## src/rtl/piso_n_unloader_pkg.sv

```systemverilog
// Purpose: types and helpers shared by the parallel-in/serial-out unloader.
// Contents:
//   piso_state_t - FSM state encoding (IDLE, SEND)
//   cnt_width()  - word counter width, never less than 1 bit
package pipe_pkg;

  typedef enum logic {
    IDLE = 1'b0,
    SEND = 1'b1
  } piso_state_t;

  function automatic int cnt_width(input int width);
    return (width > 1) ? $clog2(width) : 1;
  endfunction

endpackage

```

## src/rtl/piso_n_unloader_if.sv

```systemverilog
// Purpose: load and output stream handshake bundle for piso_n_unloader.
// Signals:
//   load_valid/load_ready/load_data - parallel vector load handshake
//   out_valid/out_ready/out_data    - serial word stream
//   out_last                        - current word is index 0 of the vector
// Modports:
//   slave  - the unloader side
//   master - the producer/consumer side that drives load_* and out_ready
interface piso_n_unloader_if #(
  parameter int WIDTH  = 4,
  parameter int HEIGHT = 5
);

  logic                          load_valid;
  logic                          load_ready;
  logic [WIDTH-1:0][HEIGHT-1:0]  load_data;
  logic                          out_valid;
  logic                          out_ready;
  logic [HEIGHT-1:0]             out_data;
  logic                          out_last;

  modport slave (
    input  load_valid, load_data, out_ready,
    output load_ready, out_valid, out_data, out_last
  );

  modport master (
    output load_valid, load_data, out_ready,
    input  load_ready, out_valid, out_data, out_last
  );

endinterface

```

## src/rtl/piso_n_unloader_stage.sv

```systemverilog
// Purpose: one word register of the unloader shift chain.
// Ports:
//   clk_i        - clock
//   reset_i      - synchronous active-high reset, clears the word
//   load_i       - capture load_data_i (highest priority)
//   shift_i      - capture shift_data_i from the neighbour below
//   load_data_i  - parallel load value
//   shift_data_i - value shifted in from the lower index
//   data_o       - registered word
module piso_stage #(
  parameter int HEIGHT = 5
) (
  input  logic              clk_i,
  input  logic              reset_i,
  input  logic              load_i,
  input  logic              shift_i,
  input  logic [HEIGHT-1:0] load_data_i,
  input  logic [HEIGHT-1:0] shift_data_i,
  output logic [HEIGHT-1:0] data_o
);

  logic [HEIGHT-1:0] data_q;
  logic [HEIGHT-1:0] data_d;

  always_comb begin
    data_d = data_q;
    if (load_i) begin
      data_d = load_data_i;
    end else if (shift_i) begin
      data_d = shift_data_i;
    end
  end

  always_ff @(posedge clk_i) begin
    if (reset_i) begin
      data_q <= '0;
    end else begin
      data_q <= data_d;
    end
  end

  assign data_o = data_q;

endmodule

```

## src/rtl/piso_n_unloader.sv

```systemverilog
// Purpose: accepts a packed [WIDTH-1:0][HEIGHT-1:0] vector in one handshake
//   and emits it one word per cycle, index WIDTH-1 first, index 0 last.
// Ports:
//   clk_i   - clock
//   reset_i - synchronous active-high reset
//   bus     - piso_n_unloader_if.slave (load and output streams)
//   busy_o  - high while a vector is being emitted
//
// state | meaning
// IDLE  | no vector held; ready to load; out_valid low
// SEND  | presenting word_q[WIDTH-1]; shifts up on each handshake
module piso_n_unloader
  import pipe_pkg::*;
#(
  parameter int WIDTH  = 4,
  parameter int HEIGHT = 5
) (
  input  logic               clk_i,
  input  logic               reset_i,
  piso_n_unloader_if.slave   bus,
  output logic               busy_o
);

  localparam int              CW       = cnt_width(WIDTH);
  localparam logic [CW-1:0]   CNT_LAST = CW'(WIDTH - 1);

  piso_state_t                    state_q, state_d;
  logic [CW-1:0]                  cnt_q, cnt_d;
  logic [WIDTH-1:0][HEIGHT-1:0]   word_q;

  logic is_send;
  logic is_last;
  logic out_hs;
  logic accept;
  logic shift_en;
  logic clear_en;
  logic stage_load;

  assign is_send  = (state_q == SEND);
  assign is_last  = is_send && (cnt_q == CNT_LAST);
  assign out_hs   = is_send && bus.out_ready;

  // Combinational from out_ready so a new vector can follow the last word
  // without a bubble.
  assign bus.load_ready = (state_q == IDLE) || (is_send && bus.out_ready && is_last);
  assign accept         = bus.load_valid && bus.load_ready;

  assign shift_en   = out_hs && !is_last;
  // Final word leaves with nothing behind it: wipe the chain so IDLE holds zeros.
  assign clear_en   = out_hs && is_last && !bus.load_valid;
  assign stage_load = accept || clear_en;

  assign bus.out_valid = is_send;
  assign bus.out_last  = is_last;
  assign bus.out_data  = is_send ? word_q[WIDTH-1] : '0;
  assign busy_o        = is_send;

  for (genvar i = 0; i < WIDTH; i++) begin : g_stage
    logic [HEIGHT-1:0] shift_in;
    if (i == 0) begin : g_bottom
      assign shift_in = '0;
    end else begin : g_upper
      assign shift_in = word_q[i-1];
    end

    piso_stage #(.HEIGHT(HEIGHT)) u_stage (
      .clk_i        (clk_i),
      .reset_i      (reset_i),
      .load_i       (stage_load),
      .shift_i      (shift_en),
      .load_data_i  (accept ? bus.load_data[i] : '0),
      .shift_data_i (shift_in),
      .data_o       (word_q[i])
    );
  end

  always_comb begin
    state_d = state_q;
    cnt_d   = cnt_q;
    unique case (state_q)
      IDLE: begin
        if (accept) begin
          state_d = SEND;
          cnt_d   = '0;
        end
      end
      SEND: begin
        if (out_hs) begin
          if (!is_last) begin
            cnt_d = cnt_q + CW'(1);
          end else if (bus.load_valid) begin
            cnt_d = '0;
          end else begin
            state_d = IDLE;
          end
        end
      end
      default: state_d = IDLE;
    endcase
  end

  always_ff @(posedge clk_i) begin
    if (reset_i) begin
      state_q <= IDLE;
      cnt_q   <= '0;
    end else begin
      state_q <= state_d;
      cnt_q   <= cnt_d;
    end
  end

endmodule

```

## src/flat_wrapper.sv

```systemverilog
// flat-port wrapper written by rule: the top's interface ports become plain ports
module piso_n_unloader_flat import pipe_pkg::*;
#(
  parameter int WIDTH  = 4,
  parameter int HEIGHT = 5
)
  (clk_i, reset_i, busy_o, bus_load_valid, bus_load_data, bus_out_ready, bus_load_ready, bus_out_valid, bus_out_data, bus_out_last);
  piso_n_unloader_if #(.WIDTH(WIDTH), .HEIGHT(HEIGHT)) bus_i ();
  input  logic clk_i;
  input  logic reset_i;
  output logic busy_o;
  input wire logic [$bits(bus_i.load_valid)-1:0] bus_load_valid;
  input wire logic [$bits(bus_i.load_data)-1:0] bus_load_data;
  input wire logic [$bits(bus_i.out_ready)-1:0] bus_out_ready;
  output wire logic [$bits(bus_i.load_ready)-1:0] bus_load_ready;
  output wire logic [$bits(bus_i.out_valid)-1:0] bus_out_valid;
  output wire logic [$bits(bus_i.out_data)-1:0] bus_out_data;
  output wire logic [$bits(bus_i.out_last)-1:0] bus_out_last;
  assign bus_i.load_valid = bus_load_valid;
  assign bus_i.load_data = bus_load_data;
  assign bus_i.out_ready = bus_out_ready;
  assign bus_load_ready = bus_i.load_ready;
  assign bus_out_valid = bus_i.out_valid;
  assign bus_out_data = bus_i.out_data;
  assign bus_out_last = bus_i.out_last;
  piso_n_unloader #(.WIDTH(WIDTH), .HEIGHT(HEIGHT)) u_core (.clk_i(clk_i), .reset_i(reset_i), .bus(bus_i), .busy_o(busy_o));
endmodule
```

## config.mk

```make
export PLATFORM = sky130hd
export DESIGN_NAME = piso_n_unloader_flat
export DESIGN_NICKNAME = d
export VERILOG_FILES = /design/src/rtl/piso_n_unloader_pkg.sv /design/src/rtl/piso_n_unloader_if.sv /design/src/rtl/piso_n_unloader_stage.sv /design/src/rtl/piso_n_unloader.sv /design/src/flat_wrapper.sv
export SDC_FILE = /design/constraint.sdc
export NUM_CORES = 1
export LEC_CHECK = 0
export ABC_CLOCK_PERIOD_IN_PS = 1600
export BUFFER_PORTS_ARGS = -buffer_cell sky130_fd_sc_hd__buf_2
export CAP_MARGIN = 20
export CORE_MARGIN = 2
export CORE_UTILIZATION = 30
export CTS_BUF_LIST = sky130_fd_sc_hd__clkbuf_4
export CTS_CLUSTER_SIZE = 24
export DETAILED_ROUTE_END_ITERATION = 12
export SYNTH_ARGS = -nofsm -noshare
export SYNTH_HDL_FRONTEND = slang
export SYNTH_SLANG_ARGS = --single-unit
```

## constraint.sdc

```tcl
create_clock -name clk_i -period 1.6 [get_ports clk_i]
set_clock_uncertainty 0.15 [all_clocks]
set_input_delay 0.08 -clock clk_i [delete_from_list [all_inputs] [get_ports clk_i]]
set_output_delay 0.08 -clock clk_i [all_outputs]
set_load 0.02 [all_outputs]
```

# After elaboration in Yosys (flattened, before gate mapping)
# Cells that the tools add are included.
# classes
reduce_logical,12
n_addsub,1
n_mux,23
n_bitwise,1
eq_ne,4
# ops
op,count
$mux 5,13
$mux 2,4
$logic_and 1x1->1,6
$mux 1,4
$pmux 2 s2,1
$ne 3x3->1 const B,1
$reduce_and 3->1,1
$add 2x1->2 const B,1
$eq 2x2->1 const B,1
$logic_not 1->1,2
$logic_or 1x1->1,2
$ne 2x1->1 const B,1
$ne 2x2->1 const B,1
$pmux 1 s2,1
$reduce_bool 2->1,1
$not 1->1,1
# word_totals
ff_bits,23
out_inout_bits,9
wordCells,47
input_bits,24

# Longest topological paths before layout
# Gate-level depths: netlist of the first run.
# depth
depth_word,7
ltp_mapped,6
depth_no_buf,4

# Cells and area by module
# A second synthesis of the first run with hierarchy kept.
# unflattened
cells_unflattened,141
hier_area_um2,1316.3
# by_module_without_submodules
mod,n_inst,seq_area_each_um2,cells_per_inst,area_per_inst_um2
piso_stage,4,100.1,22,234.0
piso_n_unloader,1,60.1,53,380.4

# Worst setup path after synthesis of the first run
# Ideal clock, no wire load.
# synth_timing
kind,reg2reg
startpoint,"register u_core.state_q, in the netlist u_core.bus.out_valid"
endpoint,register u_core.g_stage[2].u_stage.data_q[1]
arrival_ns,1.264
path_buffers,2
setup_ns,0.134
path_stages_with_launch,6
required_ns,1.316
period_less_slack_ns,1.548
setup_slack_ns,0.052
path_cell_list,dfxtp_1 buf_6 a21bo_4 buf_6 a32oi_1 a211oi_1
# synth_via
elab_chain_cells,6
elab_cells_between_ends,13
cone_classes,mux: 2; bitwise: 1; reduce/logical: 10
# synth_lines
element,line_no,text
from (decl),piso_n_unloader.sv:27,"piso_state_t state_q, state_d;"
from (signal assigned),piso_n_unloader.sv:107,state_q <= state_d;
$logic_and 1x1->1 (on tied branches),"piso_n_unloader.sv:45, piso_n_unloader.sv:40",
$logic_and 1x1->1,piso_n_unloader.sv:45,assign bus.load_ready = (state_q == IDLE) || (is_send && bus.out_ready && is_last);
$logic_or 1x1->1 (*),piso_n_unloader.sv:45,
named net bus_load_ready,flat_wrapper.sv:15,output wire logic [$bits(bus_i.load_ready)-1:0] bus_load_ready;
$logic_and 1x1->1 (*),piso_n_unloader.sv:46,assign accept = bus.load_valid && bus.load_ready;
$mux 5 or $logic_or 1x1->1 (tied branches),"piso_n_unloader.sv:71, piso_n_unloader.sv:51",
$mux 5 or $reduce_bool 2->1 (tied branches),-,
to (signal assigned),piso_n_unloader_stage.sv:38,data_q <= data_d;
to (decl),piso_n_unloader_stage.sv:22,logic [HEIGHT-1:0] data_q;
# Mark *: on every way through the listed nets, which the timed path passes. The rest lies on a longest branch.
# A chain may end at the register's enable or synchronous reset.

# Worst setup path after layout of the first run
# layout_timing
startpoint,register u_core.cnt_q[0]
endpoint,output port bus_load_ready
# layout_via
elab_chain_cells,4
# layout_lines
element,line_no,text
from (decl),piso_n_unloader.sv:28,"logic [CW-1:0] cnt_q, cnt_d;"
from (signal assigned),piso_n_unloader.sv:108,cnt_q <= cnt_d;
$eq 2x2->1,piso_n_unloader.sv:40,assign is_last = is_send && (cnt_q == CNT_LAST);
$logic_and 1x1->1,piso_n_unloader.sv:40,
$logic_and 1x1->1,piso_n_unloader.sv:45,
$logic_or 1x1->1,piso_n_unloader.sv:45,
to (decl),flat_wrapper.sv:15,
# Every way passes these cells.

==> reports/qor.yml, run 1 <==
die:
  std_cell_rows: 21
  die_h_um: 64.20
  initial_core_util_pct: 31.83
  core-area_um2: 3416
  dieArea_um2: 4122
  fp.dieW_um: 64.20
  io_pins: 33
min_path:
  hp-class: "input pin to flop"
  holdPathStages: 3
  min_from: "bus_load_data[13]"
  hold_end: "u_core.g_stage[2].u_stage.data_o[3]$_SDFFE_PP0P_"
critical_path:
  rr_worst_depth: 5
  critical_path.startpoint_type: "flop"
  crit_chain: "ha_2, a21bo_4, buf_4"
  cp.arrival_ps: 1310
  end_kind: "output port"
  crit_start: "u_core.cnt_q[0]$_SDFFE_PP0P_"
  cp.required_ps: 1370
  cp_slowest_cell: "dfxtp_2"
  worst_path_largest_cell_delay_ps: 360
  criticalPathCategory: "flop to output port"
  path_buf_inv: 1
  r2r-end: "u_core.g_stage[2].u_stage.data_o[1]$_SDFFE_PP0P_"
  cp_top_family: "flip-flops"
  reg2reg_slack_ps: 60
  cp_max_fo: 10
  worst_r2r_startpoint: "u_core.cnt_q[0]$_SDFFE_PP0P_"
yosys:
  yosys_warnings: 0
  synth.area.top_cells: "dfxtp_1, a32oi_1, a211oi_1"
  avgSynthCellArea_um2: 9.708
  postSynthCellCount: 112
  yosys_register_bits: 23
  synth_top_area_share_pct: 42.35
  synth_sequential_area_ratio_pct: 42.35
  synth.net_count: 137
  netlist_area_um2: 1087
  yosys.area.top_type: "dfxtp_1"
  post_synth_num_cell_types: 21
detailed_routing:
  avgRoutedWirePerCell_um: 14.03
  drc: 0
  drt_iter0_drc: 17
  wl_met1_um: 1241
  vias: 1010
  ant_nets: 0
  dr_wl_met2_um: 1408
  top_layer: "met4"
  wl_met3_um: 116
  drt-total-wl_um: 2792
  firstDrtPassIters: 4
  avgViaCountPerCell: 5.075
global_route:
  grt_pass1_vias: 1024
  gr-total-overflow: 0
  grt.total_usage_pct: 14.20
  grt_max_degree: 31
  antenna_found_initial: 0
  grt_first_pass_wirelength_um: 4629
status:
  status: "complete, no violations"
timing:
  final.period_utilization_pct: 96.39
  rsz0062_at_grt: "yes"
  hold_viol_final: 0
  setup_violations: 0
  slew_headroom_pct: 68.13
  fmax_mhz: 648.4
  min_period_ps: 1542
  drv_slew: 0
  worst_pin_slew_ps: 464.8
power_and_ir_drop:
  total_power_uw: 1184
  leakage_uw: 0.0005861
  power_density_nw_per_um2: 836.0
  ir_drop_mv: 0.4788
layout:
  drive_gt1_share_pct: 33.99
  num_antenna_cells: 0
  nets: 179
  final_cell_mix: "buf_2, nor2_1, dfxtp_1"
  final_common_cell: "buf_2"
  synthToLayoutAreaGrowth_pct: 30.26
  final_cell_area_um2: 1416
placement:
  dp_hpwl_um: 1859
  gp_congestion: 0.6995
  portBuffers: 32
  place_area_um2: 1236
clock_tree:
  cts_buffers: 3
  clk_pin_slew_worst_paths_ps: 130
  cts_tree: "yes"
  cts_root_buf: "clkbuf_4"
  htreeDepth: 1
  cts.sink_count: 23
  clock_latency_ps: 300
  cts_buffer_depth: 2
flow_run:
  cap_violations: 0
cell families after synthesis:
kind of cell	synth area share [%]
muxes	2.301
and+or+nand+nor	12.66
DFF	42.35
AOI/OAI and AO/OA	30.73
buffers and inverters	10.82
adders and majority gates	1.151
registers in the layout, summed over array words and instances (netlist names):
register / flops
u_core.cnt_q: 2
u_core.bus.out_valid: 1
u_core.g_stage.u_stage.data_o: 20
cell usage after synthesis:
cell	n
a32oi_1	20
clkbuf_4	1
o22ai_1	1
ha_1	1
buf_6	5
nor2_1	21
a211oi_1	15
and4_1	1
a32o_1	1
dfxtp_1	23
and2_1	6
a31o_1	1
buf_4	4
nor2b_1	2
clkbuf_1	2
mux2_4	1
mux2i_1	1
a21oi_1	1
a21bo_4	1
buf_2	1
inv_1	3
report_power, final:
part / internal [µW] / leakage [µW] / total (µW) / switching, µW
Combinational: 120 / 0.000377 / 252 / 133
Sequential: 616 / 0.000190 / 642 / 26.2
Clock: 114 / 0.0000184 / 289 / 175
worst max path at each step:
| stage | endpoint | slack [ps] | cells past startpoint |
|---|---|---|---|
| floorplan | u_core.g_stage[2].u_stage.data_o[1]$_SDFFE_PP0P_ | 50 | 5 |
| global placement | u_core.g_stage[2].u_stage.data_o[0]$_SDFFE_PP0P_ | 120 | 5 |
| detailed placement | u_core.g_stage[3].u_stage.data_o[1]$_SDFFE_PP0P_ | 50 | 5 |
| CTS | bus_load_ready | 20 | 3 |
| global route | u_core.g_stage[2].u_stage.data_o[0]$_SDFFE_PP0P_ | -3 | 5 |
| finish | bus_load_ready | 60 | 3 |
cell type report:
class	instances	area, µm²
Fill cell	366	1999
Clock buffer	4	30.03
Sequential cell	23	462.9
Timing Repair Buffer	49	315.3
Tap cell	46	57.56
Inverter	3	11.26
Multi-Input combinational cell	74	539.3
worst reg2reg max path, stage by stage (launching register included):
cell,delay [ps]
dfxtp_2,360
ha_2,220
a21bo_4,270
buf_4,160
a32oi_2,200
a211oi_1,90
stage by stage:
step           TNS, ps  utilization, %  hold slack, ps  cells  worst slack, ps
2_1_floorplan        0               -           2.760    112            51.99
3_3_place_gp         0           36.19           195.1    182            115.0
3_5_place_dp         0           36.19           211.1    182            48.71
4_1_cts              0           39.85           1.902    195            15.20
5_1_grt         -3.212           41.47           18.69    199           -3.212
6_report             0           41.47           14.12    199            57.83
per-layer routing:
layer  global-route usage (%)  up-vias
li1                         -      512
met1                    16.92      479
met2                    25.13       17
met3                    2.993        2
met4                    4.787        0
met5                        0        -
what timing repair did:
action / CTS / global route
pin swaps: 1 / 1
cloned: 1 / 0
hold buffers: 8 / 2
endpoints found under the hold margin: 14 / 2
buffers inserted: 0 / 2
setup endpoints to repair: 2 / 12
resized for setup: 2 / 5
No activity file was read; power rests on OpenSTA's default activity.
==> inputs of run 2 (changes only) <==
--- a/config.mk
+++ b/config.mk
@@ -9,10 +9,11 @@
 export BUFFER_PORTS_ARGS = -buffer_cell sky130_fd_sc_hd__buf_2
 export CAP_MARGIN = 20
 export CORE_MARGIN = 2
-export CORE_UTILIZATION = 30
+export CORE_UTILIZATION = 41
 export CTS_BUF_LIST = sky130_fd_sc_hd__clkbuf_4
 export CTS_CLUSTER_SIZE = 24
 export DETAILED_ROUTE_END_ITERATION = 12
+export PLACE_DENSITY = 0.66
 export SYNTH_ARGS = -nofsm -noshare
 export SYNTH_HDL_FRONTEND = slang
 export SYNTH_SLANG_ARGS = --single-unit
==> reports/qor.yml, run 2 (synthesis gave the netlist of run 1 again) <==
status:
  status: "complete, no violations"
min_path:
  hp-class: "input pin to flop"
critical_path:
  rr_worst_depth: 4
  crit_end: "bus_load_ready"
  cp.required_ps: 1370
  crit_chain: "ha_2, a21bo_4, buf_2"
  cp.depth: 3
  reg2reg_slack_ps: 90
  crit_start: "u_core.cnt_q[0]$_SDFFE_PP0P_"
  cp.arrival_ps: 1280
  end_kind: "output port"
  critical_path.startpoint_type: "flop"
  criticalPathCategory: "flop to output port"
  path_buf_inv: 1
  worst_path_largest_cell_delay_ps: 390
  worst_r2r_startpoint: "u_core.cnt_q[0]$_SDFFE_PP0P_"
  cp_top_family: "flip-flops"
  r2r-end: "u_core.g_stage[3].u_stage.data_o[3]$_SDFFE_PP0P_"
  cp_slowest_cell: "dfxtp_1"
  cp_max_fo: 5
global_route:
  grt_max_degree: 31
  grt.total_usage_pct: 16.10
  gr-total-overflow: 0
  antenna_found_initial: 0
  grt_first_pass_wirelength_um: 4008
  grt_pass1_vias: 894
timing:
  hold_viol_final: 0
  setup_tns_ps: 0
  worst_pin_slew_ps: 368.0
  setup_violations: 0
  layout_setup_ws_ps: 85.37
  slew_headroom_pct: 74.77
  rsz0062_at_grt: "no"
  min_period_ps: 1515
  fmax_mhz: 660.2
  final.period_utilization_pct: 94.66
  drv_slew: 0
clock_tree:
  cts_root_buf: "clkbuf_4"
  cts_tree: "yes"
  clock_latency_ps: 300
  cts.sink_count: 23
  cts_buffers: 3
  cts_buffer_depth: 2
  clk_pin_slew_worst_paths_ps: 110
  htreeDepth: 1
placement:
  dp_hpwl_um: 1591
  portBuffers: 32
  pre_cts_slack_ps: 82.22
  gp_congestion: 0.7084
layout:
  largest_reg_flops: 20
  nets: 176
  drive_gt1_share_pct: 32.67
  final_cell_mix: "buf_2, dfxtp_1, nor2_1"
  synthToLayoutAreaGrowth_pct: 25.09
  num_antenna_cells: 0
  final_common_cell: "buf_2"
detailed_routing:
  avgRoutedWirePerCell_um: 13.44
  vias: 995
  drc: 0
  ant_nets: 0
  drt-total-wl_um: 2420
  drt_iter0_drc: 12
  avgViaCountPerCell: 5.528
  firstDrtPassIters: 4
power_and_ir_drop:
  power_density_nw_per_um2: 851.3
  leakage_uw: 0.0005724
  ir_drop_mv: 0.6611
die:
  initial_core_util_pct: 43.49
  core-area_um2: 2500
  dieArea_um2: 3080
  fp.dieW_um: 55.50
  std_cell_rows: 18
  die_h_um: 55.50
  io_pins: 33
flow_run:
  cap_violations: 0
==> run 2: cell types whose count changed in the layout (fill, tap and decap cells not counted), sizes merged <==
cell	change
dlygate4sd3	-3
==> run 2: worst min path at each step <==
stage	start	to	slack [ps]	cells past startpoint
2_1_floorplan	reset_i	u_core.g_stage[2].u_stage.data_o[4]$_SDFFE_PP0P_	3	1
3_3_place_gp	bus_load_data[2]	u_core.g_stage[0].u_stage.data_o[2]$_SDFFE_PP0P_	190	3
3_5_place_dp	bus_load_data[4]	u_core.g_stage[0].u_stage.data_o[4]$_SDFFE_PP0P_	210	3
4_1_cts	bus_load_data[15]	u_core.g_stage[3].u_stage.data_o[0]$_SDFFE_PP0P_	2	3
5_1_grt	bus_load_data[15]	u_core.g_stage[3].u_stage.data_o[0]$_SDFFE_PP0P_	10	3
6_report	bus_load_data[8]	u_core.g_stage[1].u_stage.data_o[3]$_SDFFE_PP0P_	20	3
==> run 2: metrics by stage <==
step | std cells | cell area [µm²] | utilization, % | hold slack (ps) | total power [µW]
after global placement | 166 | 1216 | 48.65 | 192.5 | 859.2
after global routing | 180 | 1360 | 54.40 | 12.71 | 1226
after detailed placement | 166 | 1216 | 48.65 | 205.7 | 866.7
after floorplan | 112 | 1087 | - | 2.760 | 817.1
final | 180 | 1360 | 54.40 | 16.72 | 1158
after CTS | 180 | 1354 | 54.15 | 1.999 | 1176
==> run 2: where the power goes <==
group / total, µW / internal, µW / switching [µW] / leakage (µW)
Combinational: 242 / 116 / 126 / 0.000364
Sequential: 639 / 616 / 23.7 / 0.000190
Clock: 276 / 114 / 162 / 0.0000184
Total: 1160 / 846 / 312 / 0.000572
==> run 2: per-layer routing <==
metal | GRT usage (%) | wire length [µm] | up-vias
met5 | 0 | 0 | -
met4 | 2.787 | 7 | 0
met3 | 5.621 | 137 | 2
met2 | 28.40 | 1229 | 33
met1 | 18.98 | 1046 | 450
li1 | - | - | 510
==> run 2: final cells by class <==
cell class | count | area, µm²
well taps | 30 | 37.54
flip-flops and latches | 23 | 461.7
clock buffers | 4 | 30.03
inverters | 3 | 11.26
repair buffers | 46 | 295.3
multi-input cells | 74 | 524.3
fillers | 245 | 1140
==> run 2: worst reg2reg max path, cell delays in order, from the launching register on <==
cell and delay (ps):
dfxtp_1 390, ha_2 240, a21bo_2 290, a32oi_1 140, a211oi_1 230
==> run 2: timing repair <==
action,CTS,global route
resized for setup,0,3
pin swaps,1,0
hold buffers,7,0
buffers inserted,2,0
gates cloned,1,0
endpoints found under the setup margin,1,21
endpoints found under the hold margin,6,0
==> inputs of run 3 (changes only) <==
--- a/config.mk
+++ b/config.mk
@@ -8,12 +8,14 @@
 export ABC_CLOCK_PERIOD_IN_PS = 1600
 export BUFFER_PORTS_ARGS = -buffer_cell sky130_fd_sc_hd__buf_2
 export CAP_MARGIN = 20
+export CELL_PAD_IN_SITES_DETAIL_PLACEMENT = 0
+export CELL_PAD_IN_SITES_GLOBAL_PLACEMENT = 1
 export CORE_MARGIN = 2
-export CORE_UTILIZATION = 41
+export CORE_UTILIZATION = 39
 export CTS_BUF_LIST = sky130_fd_sc_hd__clkbuf_4
 export CTS_CLUSTER_SIZE = 24
 export DETAILED_ROUTE_END_ITERATION = 12
-export PLACE_DENSITY = 0.66
+export PLACE_DENSITY_LB_ADDON = 0.1
 export SYNTH_ARGS = -nofsm -noshare
 export SYNTH_HDL_FRONTEND = slang
 export SYNTH_SLANG_ARGS = --single-unit
==> reports/qor.yml, run 3 (synthesis gave the netlist of run 1 again) <==
status:
  status: "complete, no violations"
power_and_ir_drop:
  p_int_uw: 849.0
  sequentialPowerShare_pct: 54.4
  total_power_uw: 1177
  clockPowerShare_pct: 24.7
  swShare_pct: 27.87
  p_comb_share_pct: 20.9
  power_density_nw_per_um2: 852.9
  p_switching_uw: 328.0
  ir_drop_mv: 0.5603
  leakage_uw: 0.0005804
timing:
  fmax_mhz: 653.2
  setup_violations: 0
  drv_slew: 0
  slew_headroom_pct: 72.40
  hold_viol_final: 0
  final.period_utilization_pct: 95.68
  worst_pin_slew_ps: 402.5
  min_period_ps: 1531
die:
  dieArea_um2: 3226
  die_h_um: 56.80
  core-area_um2: 2710
  fp.dieW_um: 56.80
  io_pins: 33
  std_cell_rows: 19
  initial_core_util_pct: 40.12
min_path:
  holdPathStages: 3
  hp-class: "input pin to flop"
  hold_end: "u_core.g_stage[1].u_stage.data_o[2]$_SDFFE_PP0P_"
  min_from: "bus_load_data[7]"
clock_tree:
  clk_pin_slew_worst_paths_ps: 130
  cts_buffers: 3
  cts_tree: "yes"
  htreeDepth: 1
  cts_buffer_depth: 2
  cts.sink_count: 23
  clock_latency_ps: 310
  cts_root_buf: "clkbuf_4"
layout:
  final_cell_area_um2: 1380
  synthToLayoutAreaGrowth_pct: 26.93
  drive_gt1_share_pct: 32.24
  final_util_pct: 50.92
  largest_reg_flops: 20
  num_antenna_cells: 0
  final_cell_mix: "buf_2, nor2_1, dfxtp_1"
  nets: 178
  final_common_cell: "buf_2"
detailed_routing:
  drc: 0
  drt-total-wl_um: 2552
  vias: 963
  avgViaCountPerCell: 5.262
  drt_iter0_drc: 18
  ant_nets: 0
  avgRoutedWirePerCell_um: 13.95
  firstDrtPassIters: 4
critical_path:
  critical_path.startpoint_type: "flop"
  cp.arrival_ps: 1300
  cp.required_ps: 1370
  rr_worst_depth: 5
  worst_r2r_startpoint: "u_core.cnt_q[0]$_SDFFE_PP0P_"
  criticalPathCategory: "flop to output port"
  cp_max_fo: 6
  end_kind: "output port"
  reg2reg_slack_ps: 70
  r2r-end: "u_core.g_stage[3].u_stage.data_o[2]$_SDFFE_PP0P_"
global_route:
  grt_first_pass_wirelength_um: 4071
  grt_pass1_vias: 886
  grt.total_usage_pct: 16.17
  antenna_found_initial: 0
  gr-total-overflow: 0
  grt_max_degree: 31
flow_run:
  cap_violations: 0
placement:
  portBuffers: 32
  gp_congestion: 0.6878
  dp_hpwl_um: 1589
  place_area_um2: 1217
run 3: cell count changes in the layout (fill, tap and decap cells not counted), sizes merged:
cell / change
dlygate4sd3: +2
run 3: worst max-delay path by stage:
stage | depth (start not counted) | to | startpoint
after CTS | 3 | bus_load_ready | u_core.cnt_q[0]$_SDFFE_PP0P_
after global routing | 3 | bus_load_ready | u_core.cnt_q[1]$_SDFFE_PP0P_
final | 3 | bus_load_ready | u_core.cnt_q[0]$_SDFFE_PP0P_
after global placement | 5 | u_core.g_stage[3].u_stage.data_o[3]$_SDFFE_PP0P_ | u_core.cnt_q[0]$_SDFFE_PP0P_
after detailed placement | 5 | u_core.g_stage[3].u_stage.data_o[2]$_SDFFE_PP0P_ | u_core.cnt_q[0]$_SDFFE_PP0P_
after floorplan | 5 | u_core.g_stage[2].u_stage.data_o[1]$_SDFFE_PP0P_ | u_core.bus.out_valid$_SDFF_PP0_
run 3: metal layers:
layer | up-vias | share of wire (%) | global-route usage [%]
met1 | 431 | 46 | 20.48
met4 | 0 | 0.59 | 6.977
met5 | - | 0 | 0
li1 | 510 | - | -
met3 | 2 | 4.0 | 2.535
met2 | 20 | 50 | 27.08
run 3: layout make-up:
cell class / count / area (µm²)
Fill cell: 278 / 1330
Clock buffer: 4 / 30.03
Timing Repair Buffer: 48 / 315.3
Inverter: 3 / 11.26
Tap cell: 31 / 38.79
Sequential cell: 23 / 462.9
Multi-Input combinational cell: 74 / 521.8
run 3: power by group through the flow:
stage,clock network [µW],logic [µW],registers (µW)
2_1_floorplan,0,170,647
3_3_place_gp,0,216,650
3_5_place_dp,0,218,651
4_1_cts,299,236,639
5_1_grt,329,272,645
6_report,291,246,640
run 3: metrics by stage:
| step | hold WS (ps) | setup slack, ps | TNS (ps) | instances |
|---|---|---|---|---|
| after floorplan | 2.760 | 51.99 | 0 | 112 |
| after global placement | 193.8 | 154.2 | 0 | 167 |
| after detailed placement | 201.9 | 73.87 | 0 | 167 |
| after CTS | 0.7004 | 10.47 | 0 | 180 |
| after global routing | 1.195 | -8.410 | -17.05 | 183 |
| final | 8.828 | 69.16 | 0 | 183 |
run 3: repair_timing:
item,CTS,global route
hold buffers,8,1
resized for setup,1,2
endpoints found under the setup margin,1,19
hold endpoints to repair,8,1
pin swaps,1,1
buffers inserted,0,2
cloned,1,0
run 3: critical path: stages, from the launching register on:
cell     delay [ps]
dfxtp_2         350
ha_2            210
a21bo_4         260
buf_2           170
